--- config.mk ---
export PLATFORM = sky130hd
export DESIGN_NAME = gpio_irq
export DESIGN_NICKNAME = d
export VERILOG_FILES = /design/src/rtl/gpio_pkg.sv /design/src/rtl/gpio_debounce.sv /design/src/rtl/gpio_irq.sv
export SDC_FILE = /design/constraint.sdc
export NUM_CORES = 1
export LEC_CHECK = 0
export BUFFER_PORTS_ARGS = -buffer_cell sky130_fd_sc_hd__buf_4
export CAP_MARGIN = 20
export CORE_MARGIN = 5
export CORE_UTILIZATION = 35
export CTS_CLUSTER_DIAMETER = 200
export DETAILED_ROUTE_END_ITERATION = 10
export SLEW_MARGIN = 40
export SYNTH_ARGS = -nofsm -noshare
export SYNTH_HDL_FRONTEND = slang
export SYNTH_SLANG_ARGS = --single-unit
export TNS_END_PERCENT = 50
--- constraint.sdc ---
create_clock -name clk -period 3 [get_ports clk]
set_clock_uncertainty 0.2 [all_clocks]
set_input_delay 0.45 -clock clk [delete_from_list [all_inputs] [get_ports clk]]
set_output_delay 0.45 -clock clk [all_outputs]
set_load 0.01 [all_outputs]
--- src/rtl/gpio_pkg.sv ---
// Shared definitions for the gpio_irq peripheral: register offsets,
// default parameter values, reset constants and the byte-lane mask helper.
package gpio_pkg;

  localparam int DB_WIDTH_DEF = 16;

  // Register byte offsets within the 64-byte window (wb_addr[5:2] decode)
  localparam logic [5:0] OFF_DATA_OUT   = 6'h00;
  localparam logic [5:0] OFF_DATA_IN    = 6'h04;
  localparam logic [5:0] OFF_DIR        = 6'h08;
  localparam logic [5:0] OFF_OUT_SET    = 6'h0C;
  localparam logic [5:0] OFF_OUT_CLR    = 6'h10;
  localparam logic [5:0] OFF_OUT_TGL    = 6'h14;
  localparam logic [5:0] OFF_IRQ_EN     = 6'h18;
  localparam logic [5:0] OFF_IRQ_RISE   = 6'h1C;
  localparam logic [5:0] OFF_IRQ_FALL   = 6'h20;
  localparam logic [5:0] OFF_IRQ_STATUS = 6'h24;
  localparam logic [5:0] OFF_DB_DIV     = 6'h28;

  localparam logic [31:0] RST_REG = 32'h0000_0000;

  // Expand the four byte enables into a 32-bit lane mask
  function automatic logic [31:0] byte_mask(input logic [3:0] sel);
    return {{8{sel[3]}}, {8{sel[2]}}, {8{sel[1]}}, {8{sel[0]}}};
  endfunction

endpackage

--- src/rtl/gpio_debounce.sv ---
// Input conditioning for gpio_irq: synchroniser chain, shared debounce
// prescaler, per-pin two-sample filter and rise/fall pulse generation.
module gpio_debounce
  import gpio_pkg::*;
#(
  parameter int NUM_GPIOS   = 32,
  parameter int SYNC_STAGES = 2,
  parameter int DB_WIDTH    = DB_WIDTH_DEF
) (
  input  logic                 clk,
  input  logic                 rst_n,
  input  logic [NUM_GPIOS-1:0] gpio_in,
  input  logic [DB_WIDTH-1:0]  db_div,
  input  logic                 db_div_wr,
  output logic [NUM_GPIOS-1:0] filt,
  output logic [NUM_GPIOS-1:0] rise,
  output logic [NUM_GPIOS-1:0] fall
);

  logic [NUM_GPIOS-1:0] sync_q [SYNC_STAGES];
  logic [NUM_GPIOS-1:0] sync_out;
  logic [NUM_GPIOS-1:0] samp_q;
  logic [NUM_GPIOS-1:0] filt_q;
  logic [NUM_GPIOS-1:0] agree;
  logic [DB_WIDTH-1:0]  cnt_q;
  logic                 bypass;
  logic                 tick;

  assign sync_out = sync_q[SYNC_STAGES-1];
  assign bypass   = (db_div == '0);
  // With DB_DIV=0 the counter sits at 0 and ticks every cycle
  assign tick     = (cnt_q == db_div);
  assign agree    = ~(sync_out ^ samp_q);

  // Metastability synchroniser for the asynchronous pad inputs
  always_ff @(posedge clk or negedge rst_n) begin
    if (!rst_n) begin
      for (int i = 0; i < SYNC_STAGES; i++) sync_q[i] <= '0;
    end else begin
      sync_q[0] <= gpio_in;
      for (int i = 1; i < SYNC_STAGES; i++) sync_q[i] <= sync_q[i-1];
    end
  end

  // Prescaler: counts 0..DB_DIV, restarts on wrap or on a DB_DIV write
  always_ff @(posedge clk or negedge rst_n) begin
    if (!rst_n)                cnt_q <= '0;
    else if (db_div_wr || tick) cnt_q <= '0;
    else                       cnt_q <= cnt_q + 1'b1;
  end

  // Two-sample filter: a pin follows its input only when two tick samples agree
  always_ff @(posedge clk or negedge rst_n) begin
    if (!rst_n) begin
      samp_q <= '0;
      filt   <= '0;
    end else if (bypass) begin
      samp_q <= sync_out;
      filt   <= sync_out;
    end else if (tick) begin
      samp_q <= sync_out;
      filt   <= (filt & ~agree) | (sync_out & agree);
    end
  end

  // Previous filtered value for edge detection
  always_ff @(posedge clk or negedge rst_n) begin
    if (!rst_n) filt_q <= '0;
    else        filt_q <= filt;
  end

  assign rise = filt & ~filt_q;
  assign fall = ~filt & filt_q;

endmodule

--- src/rtl/gpio_irq.sv ---
// GPIO peripheral with atomic set/clear/toggle, edge interrupt capture,
// shared debounce and a single level interrupt. Holds the Wishbone
// register file; input conditioning lives in gpio_debounce.
module gpio_irq
  import gpio_pkg::*;
#(
  parameter int ADDR_WIDTH  = 8,
  parameter int NUM_GPIOS   = 32,
  parameter int SYNC_STAGES = 2,
  parameter int DB_WIDTH    = DB_WIDTH_DEF
) (
  input  logic                  clk,
  input  logic                  rst_n,
  input  logic [ADDR_WIDTH-1:0] wb_addr,
  input  logic [31:0]           wb_dat_i,
  output logic [31:0]           wb_dat_o,
  input  logic                  wb_we,
  input  logic [3:0]            wb_sel,
  input  logic                  wb_stb,
  output logic                  wb_ack,
  input  logic [NUM_GPIOS-1:0]  gpio_in,
  output logic [NUM_GPIOS-1:0]  gpio_out,
  output logic [NUM_GPIOS-1:0]  gpio_oe,
  output logic                  irq
);

  logic [NUM_GPIOS-1:0] data_out, dir, irq_en, irq_rise, irq_fall, irq_status;
  logic [NUM_GPIOS-1:0] filt, rise, fall, wm, bm, stat_clr, stat_set;
  logic [DB_WIDTH-1:0]  db_div;
  logic [31:0]          bm32, wbits, rdata;
  logic [5:0]           off;
  logic                 access, wr, db_div_wr;
  logic                 unused_bits;

  assign off       = {wb_addr[5:2], 2'b00};
  assign access    = wb_stb && !wb_ack;
  assign wr        = access && wb_we;
  assign bm32      = byte_mask(wb_sel);
  assign wbits     = wb_dat_i & bm32;
  assign bm        = bm32[NUM_GPIOS-1:0];
  assign wm        = wbits[NUM_GPIOS-1:0];
  assign db_div_wr = wr && (off == OFF_DB_DIV);
  assign stat_clr  = (wr && off == OFF_IRQ_STATUS) ? wm : '0;
  assign stat_set  = (rise & irq_rise) | (fall & irq_fall);
  assign unused_bits = ^{wb_addr, wb_dat_i};

  function automatic logic [31:0] pad(input logic [NUM_GPIOS-1:0] v);
    return 32'(v);
  endfunction

  gpio_debounce #(
    .NUM_GPIOS  (NUM_GPIOS),
    .SYNC_STAGES(SYNC_STAGES),
    .DB_WIDTH   (DB_WIDTH)
  ) u_debounce (
    .clk      (clk),
    .rst_n    (rst_n),
    .gpio_in  (gpio_in),
    .db_div   (db_div),
    .db_div_wr(db_div_wr),
    .filt     (filt),
    .rise     (rise),
    .fall     (fall)
  );

  // Read mux; unmapped offsets return 0
  always_comb begin
    rdata = RST_REG;
    case (off)
      OFF_DATA_OUT, OFF_OUT_SET,
      OFF_OUT_CLR, OFF_OUT_TGL: rdata = pad(data_out);
      OFF_DATA_IN:              rdata = pad(filt);
      OFF_DIR:                  rdata = pad(dir);
      OFF_IRQ_EN:               rdata = pad(irq_en);
      OFF_IRQ_RISE:             rdata = pad(irq_rise);
      OFF_IRQ_FALL:             rdata = pad(irq_fall);
      OFF_IRQ_STATUS:           rdata = pad(irq_status);
      OFF_DB_DIV:               rdata = 32'(db_div);
      default:                  rdata = RST_REG;
    endcase
  end

  // Bus handshake: one-cycle ack with registered read data
  always_ff @(posedge clk or negedge rst_n) begin
    if (!rst_n) begin
      wb_ack   <= 1'b0;
      wb_dat_o <= RST_REG;
    end else begin
      wb_ack <= access;
      if (access) wb_dat_o <= rdata;
    end
  end

  // Register file writes with byte-lane masking
  always_ff @(posedge clk or negedge rst_n) begin
    if (!rst_n) begin
      data_out <= '0;
      dir      <= '0;
      irq_en   <= '0;
      irq_rise <= '0;
      irq_fall <= '0;
      db_div   <= '0;
    end else if (wr) begin
      case (off)
        OFF_DATA_OUT: data_out <= (data_out & ~bm) | wm;
        OFF_OUT_SET:  data_out <= data_out | wm;
        OFF_OUT_CLR:  data_out <= data_out & ~wm;
        OFF_OUT_TGL:  data_out <= data_out ^ wm;
        OFF_DIR:      dir      <= (dir & ~bm) | wm;
        OFF_IRQ_EN:   irq_en   <= (irq_en & ~bm) | wm;
        OFF_IRQ_RISE: irq_rise <= (irq_rise & ~bm) | wm;
        OFF_IRQ_FALL: irq_fall <= (irq_fall & ~bm) | wm;
        OFF_DB_DIV:   db_div   <= (db_div & ~bm32[DB_WIDTH-1:0]) | wbits[DB_WIDTH-1:0];
        default:      ;
      endcase
    end
  end

  // Interrupt status: edge capture wins over a same-cycle W1C
  always_ff @(posedge clk or negedge rst_n) begin
    if (!rst_n) irq_status <= '0;
    else        irq_status <= (irq_status & ~stat_clr) | stat_set;
  end

  assign gpio_out = data_out;
  assign gpio_oe  = dir;
  assign irq      = |(irq_status & irq_en);

endmodule

# Word level (Yosys, flattened, before mapping)
# Cells that the tools add are included.
[word_totals]
regBits = 417
latch_bits = 0
mem_bits_rw = 0
mem_bits_ro = 0
out_inout_bits = 98
elab_cells = 89
mem_count = 0
[classes]
addsub = 1
multipliers = 0
div = 0
n_lt_le_gt_ge = 0
n_eq_ne = 11
n_shift = 0
muxes = 8
bitwise_logic = 36
reduce_logical = 18
[ops]
columns = ["operator", "count"]
rows = [
  ["AND 32 bit", 15],
  ["OR 32 bit", 9],
  ["case mux 32 bit (8 select lines)", 1],
  ["NOT 32 bit", 7],
  ["two-way mux 32 bit", 5],
  ["case mux 32 bit (4 select lines)", 1],
  ["bitwise XOR 32 bit", 2],
  ["OR reduction 32 bit", 1],
  ["adder 16 x 1 -> 16 bit, second input constant", 1],
  ["AND 16 bit", 1],
  ["equality test 16 bit", 1],
  ["equality test 4 x 3 -> 1 bit, second input constant", 4],
  ["logical NOT 16 bit", 1],
  ["two-way mux 16 bit", 1],
  ["NOT 16 bit", 1],
  ["OR 16 bit", 1],
  ["equality test 4 bit, second input constant", 3],
  ["AND reduction 2 bit", 6],
  ["equality test 4 x 2 -> 1 bit, second input constant", 2],
  ["logical NOT 6 bit", 1],
  ["equality test 4 x 1 -> 1 bit, second input constant", 1],
  ["logical AND 1 bit", 4],
  ["nonzero test 4 bit", 1],
  ["OR reduction 4 bit", 1],
  ["3 further kinds", 3],
]

# Depth between registers and ports, before layout
[depth]
word_depth = 8
depth_mapped = 9
depth_no_buf = 6

# Hierarchy
# A second synthesis with hierarchy kept.
[hier_totals]
cells_unflattened = 1540
area_unflattened_um2 = 19271.0
[modules_own_cells]
columns = ["module", "n_inst", "cells_each", "area_each_um2", "seq_area_each_um2"]
rows = [
  ["gpio_irq", 1, 1068, 12498.2, 6030.8],
  ["gpio_debounce", 1, 472, 6772.7, 4404.2],
]

# Least setup slack after synthesis
# Ideal clock, no wire load.
[synth_timing]
kind = "flip-flop to flip-flop"
from = "reg wb_ack"
to = "reg with a tool-made name"
setup_time_ps = 125
arrival_ps = 1750
t_required_ps = 2675
path_slack_ps = 925
stages_incl_launch_ff = 8
path_cell_list = "dfrtp_1 > nand2b_1 > buf_2 > inv_2 > and2_1 > nand2_1 > nor2_4 > mux2_2"
[synth_lines]
columns = ["item", "line", "source"]
rows = [
  ["start, declared", "gpio_irq.sv:20", "output logic wb_ack,"],
  ["start signal, assigned", "gpio_irq.sv:89", "wb_ack <= access;"],
]

# Worst setup path in the final report
[layout_timing]
from = "reg irq_status[7]"
to = "out irq"
[layout_between]
elab_chain_cells = 2
[layout_rtl]
columns = ["item", "line", "source"]
rows = [
  ["start, declared", "gpio_irq.sv:27", "logic [NUM_GPIOS-1:0] data_out, dir, irq_en, irq_rise, irq_fall, irq_status;"],
  ["start signal, assigned", "gpio_irq.sv:122", "else irq_status <= (irq_status & ~stat_clr) | stat_set;"],
  ["AND 32 bit", "gpio_irq.sv:127", "assign irq = |(irq_status & irq_en);"],
  ["OR reduction 32 bit", "gpio_irq.sv:127", ""],
  ["end, declared", "gpio_irq.sv:24", "output logic irq"],
]
# No other way between the ends.

==> results.ini <==
[power_and_ir_drop]
ir_worst_vdd_mv=0.391
p_per_area_nw_per_um2=737
p_leak_nw=10.1

[hold_path]
hp-class=input port to register

[sta]
fin_crit_sh_pct=98.6
drv_slew=0
finalSetupViolCount=0
tightest_slew_ps=789
timing.final.hold_violations=0
rsz0062_at_grt=false
max_slew_margin_pct=47.4
fin_crit_ps=2960
setup_tns_ps=0
setup_ws_ps=41.6
fmax_mhz=338

[layout]
final_common_cell=dfrtp_1
drive_gt1_share_pct=26.6
fin_area_sq_um=23100
syn2layout_area_growth_pct=24.3
utilization_pct=43.9
layout.nets=1923
mostFrequentLayoutCells=dfrtp_1, buf_4, nand2_1

[routing]
via_count=14500
via_per_inst=5.71
ant_nets=0
wl_per_cell_um=24.4
drc=0
routed_wl_um=61900
drt_pass1_iterations=8
drtIter0Drc=1366

[cts]
post_cts_buffers=0
cts_buffer_depth=3
cts_buffers=44
cts-root-buf=clkbuf_16
clk_latency_ps=550
cts_max_level=2
clock_sinks=417
clk_pin_slew_ps=60
cts_tree=done

[synth]
ys_ff_latch=417
synth-edff-count=0
syn_avg_cell_area_sq_um=12.1
synth_area_sq_um=18600
yosysUniqueCellTypes=62
synth_flop_cell=dfrtp_1
syn-num-nets=1656
seq_area_frac_synth_pct=56.1
async_reset_ff_share_pct=100
synthCells=1543
yosys_warnings=0

[global_route]
grt_pass1_wl_um=93200
track_usage_pct=21.0
grt_start_max_net_pins=73
grt_pass1_vias=14300
antenna_found_initial=3
grt_overflow=0

[critical_path]
arrival_ps=2310
crit_chain=a22oi_1 > nand4_1 > or4_1 > buf_4
worst_setup_path_start_kind=register
critical-path-top-delay-family=simple AND/OR/NAND/NOR gates
end_kind=primary output
cp_slowest_stage_delay_ps=610
worstPathMaxFanout=3
crit_buf_inv=1
slowest_stage=or4_1
cp_data_required_time_ps=2350
worstSetupPathType=register to primary output

[die]
dieArea_sq_um=57900
dieHeight_um=241
io_pins=178
start_util_pct=35.3
num_rows=84
core-area_sq_um=52700
die_w_um=241

[placed_design]
place_ws_ps=285
gp_congestion=0.924
place_hpwl_um=45100
io_buffer_count=173
placed_cell_area_sq_um=20900

[status]
outcome=finished clean

[flow_run]
maxCapViolCount=0

cell families after synthesis:
logic type,count (synthesis),share of synthesized area (%)
adders and majority gates,33,2.22
and+or+nand+nor,353,10.2
muxes,189,11.4
buffers and inverters,102,2.74
AOI/OAI and AO/OA,418,15.9
xor gates and xnor gates,31,1.50
DFF,417,56.1
per-stage QoR:
stage	hold WS, ps	total power [mW]	cells
after global placement	136	11.2	2386
after CTS	15.0	17.1	2531
after global routing	11.0	17.9	2532
final	40.9	17.0	2534
after floorplan	-45.6	9.65	1543
after detailed placement	135	11.3	2386
metal layers:
layer | share of wire [%] | track usage [%]
met5 | 0.039 | 0
met4 | 4.0 | 7.46
met3 | 7.2 | 3.89
met2 | 44 | 31.7
met1 | 44 | 30.5
final timing paths:
| check | startpoint | to | slack [ps] | depth (start not counted) |
|---|---|---|---|---|
| max in group asynchronous | rst_n | wb_dat_o[15]$_DFFE_PN0N_ | 1530 | 3 |
| hold / removal | wb_dat_i[10] | register | 40 | 2 |
| hold reg to reg | u_debounce.sync_q[52]$_DFF_PN0_ | u_debounce.sync_out[20]$_DFF_PN0_ | 140 | 0 |
| setup / recovery | irq_status[7]$_DFF_PN0_ | irq | 40 | 4 |
| min in group asynchronous | rst_n | u_debounce.sync_q[37]$_DFF_PN0_ | 240 | 2 |
| setup reg to reg | register | register | 560 | 6 |
synthesized netlist by cell type, types with 4 or more instances:
master / number / share of area (%)
nand2_2: 4 / 0.13
o211ai_1: 37 / 1.5
o221ai_1: 32 / 1.5
buf_4: 8 / 0.32
clkbuf_1: 27 / 0.54
a221oi_1: 20 / 0.94
nor2b_1: 8 / 0.27
xor2_1: 23 / 1.1
nor2_1: 26 / 0.52
buf_6: 6 / 0.36
o21ai_1: 22 / 0.59
mux2i_1: 7 / 0.38
nand3b_1: 25 / 1.0
a22oi_1: 55 / 2.2
a32o_1: 4 / 0.22
a21oi_1: 53 / 1.4
dfrtp_1: 417 / 56
nor2_4: 17 / 1.0
nand2_1: 150 / 3.0
a211oi_1: 13 / 0.52
nand3_1: 55 / 1.5
nor4_1: 4 / 0.13
or3_1: 7 / 0.24
and3_1: 4 / 0.13
a22o_1: 58 / 2.7
nor3_1: 16 / 0.43
xnor2_1: 7 / 0.33
inv_1: 17 / 0.34
buf_2: 41 / 1.1
a32oi_1: 5 / 0.24
nor4_2: 4 / 0.27
mux2_1: 40 / 2.4
a222oi_1: 7 / 0.38
ha_1: 33 / 2.2
mux2_2: 142 / 8.6
o21ai_0: 66 / 1.8
o22ai_1: 27 / 0.91
a21o_1: 4 / 0.16
a221o_1: 8 / 0.43
nand4_1: 9 / 0.30
cell type report:
class	count	area, sq um
clock inverter	13	201
timing repair buffer	304	2560
fill	4865	29500
clock buffer	67	1300
multi-input combinational	1024	7690
antenna	2	5.00
tap	688	861
inverter	19	71.3
sequential	417	10400
power breakdown:
| group | internal [mW] | switching [mW] | leakage (nW) | total, mW |
|---|---|---|---|---|
| logic | 1.60 | 1.62 | 4.12 | 3.22 |
| registers | 6.79 | 1.32 | 5.29 | 8.11 |
| clock network | 3.42 | 2.27 | 0.738 | 5.69 |
| total | 11.8 | 5.22 | 10.1 | 17.0 |
what timing repair did:
item,4_1_cts,5_1_grt
endpoints found under the hold margin,204,0
hold buffers,65,0
gates resized for setup,1,0
endpoints found under the setup margin,1,0
Power figures use the tool's default switching activity.
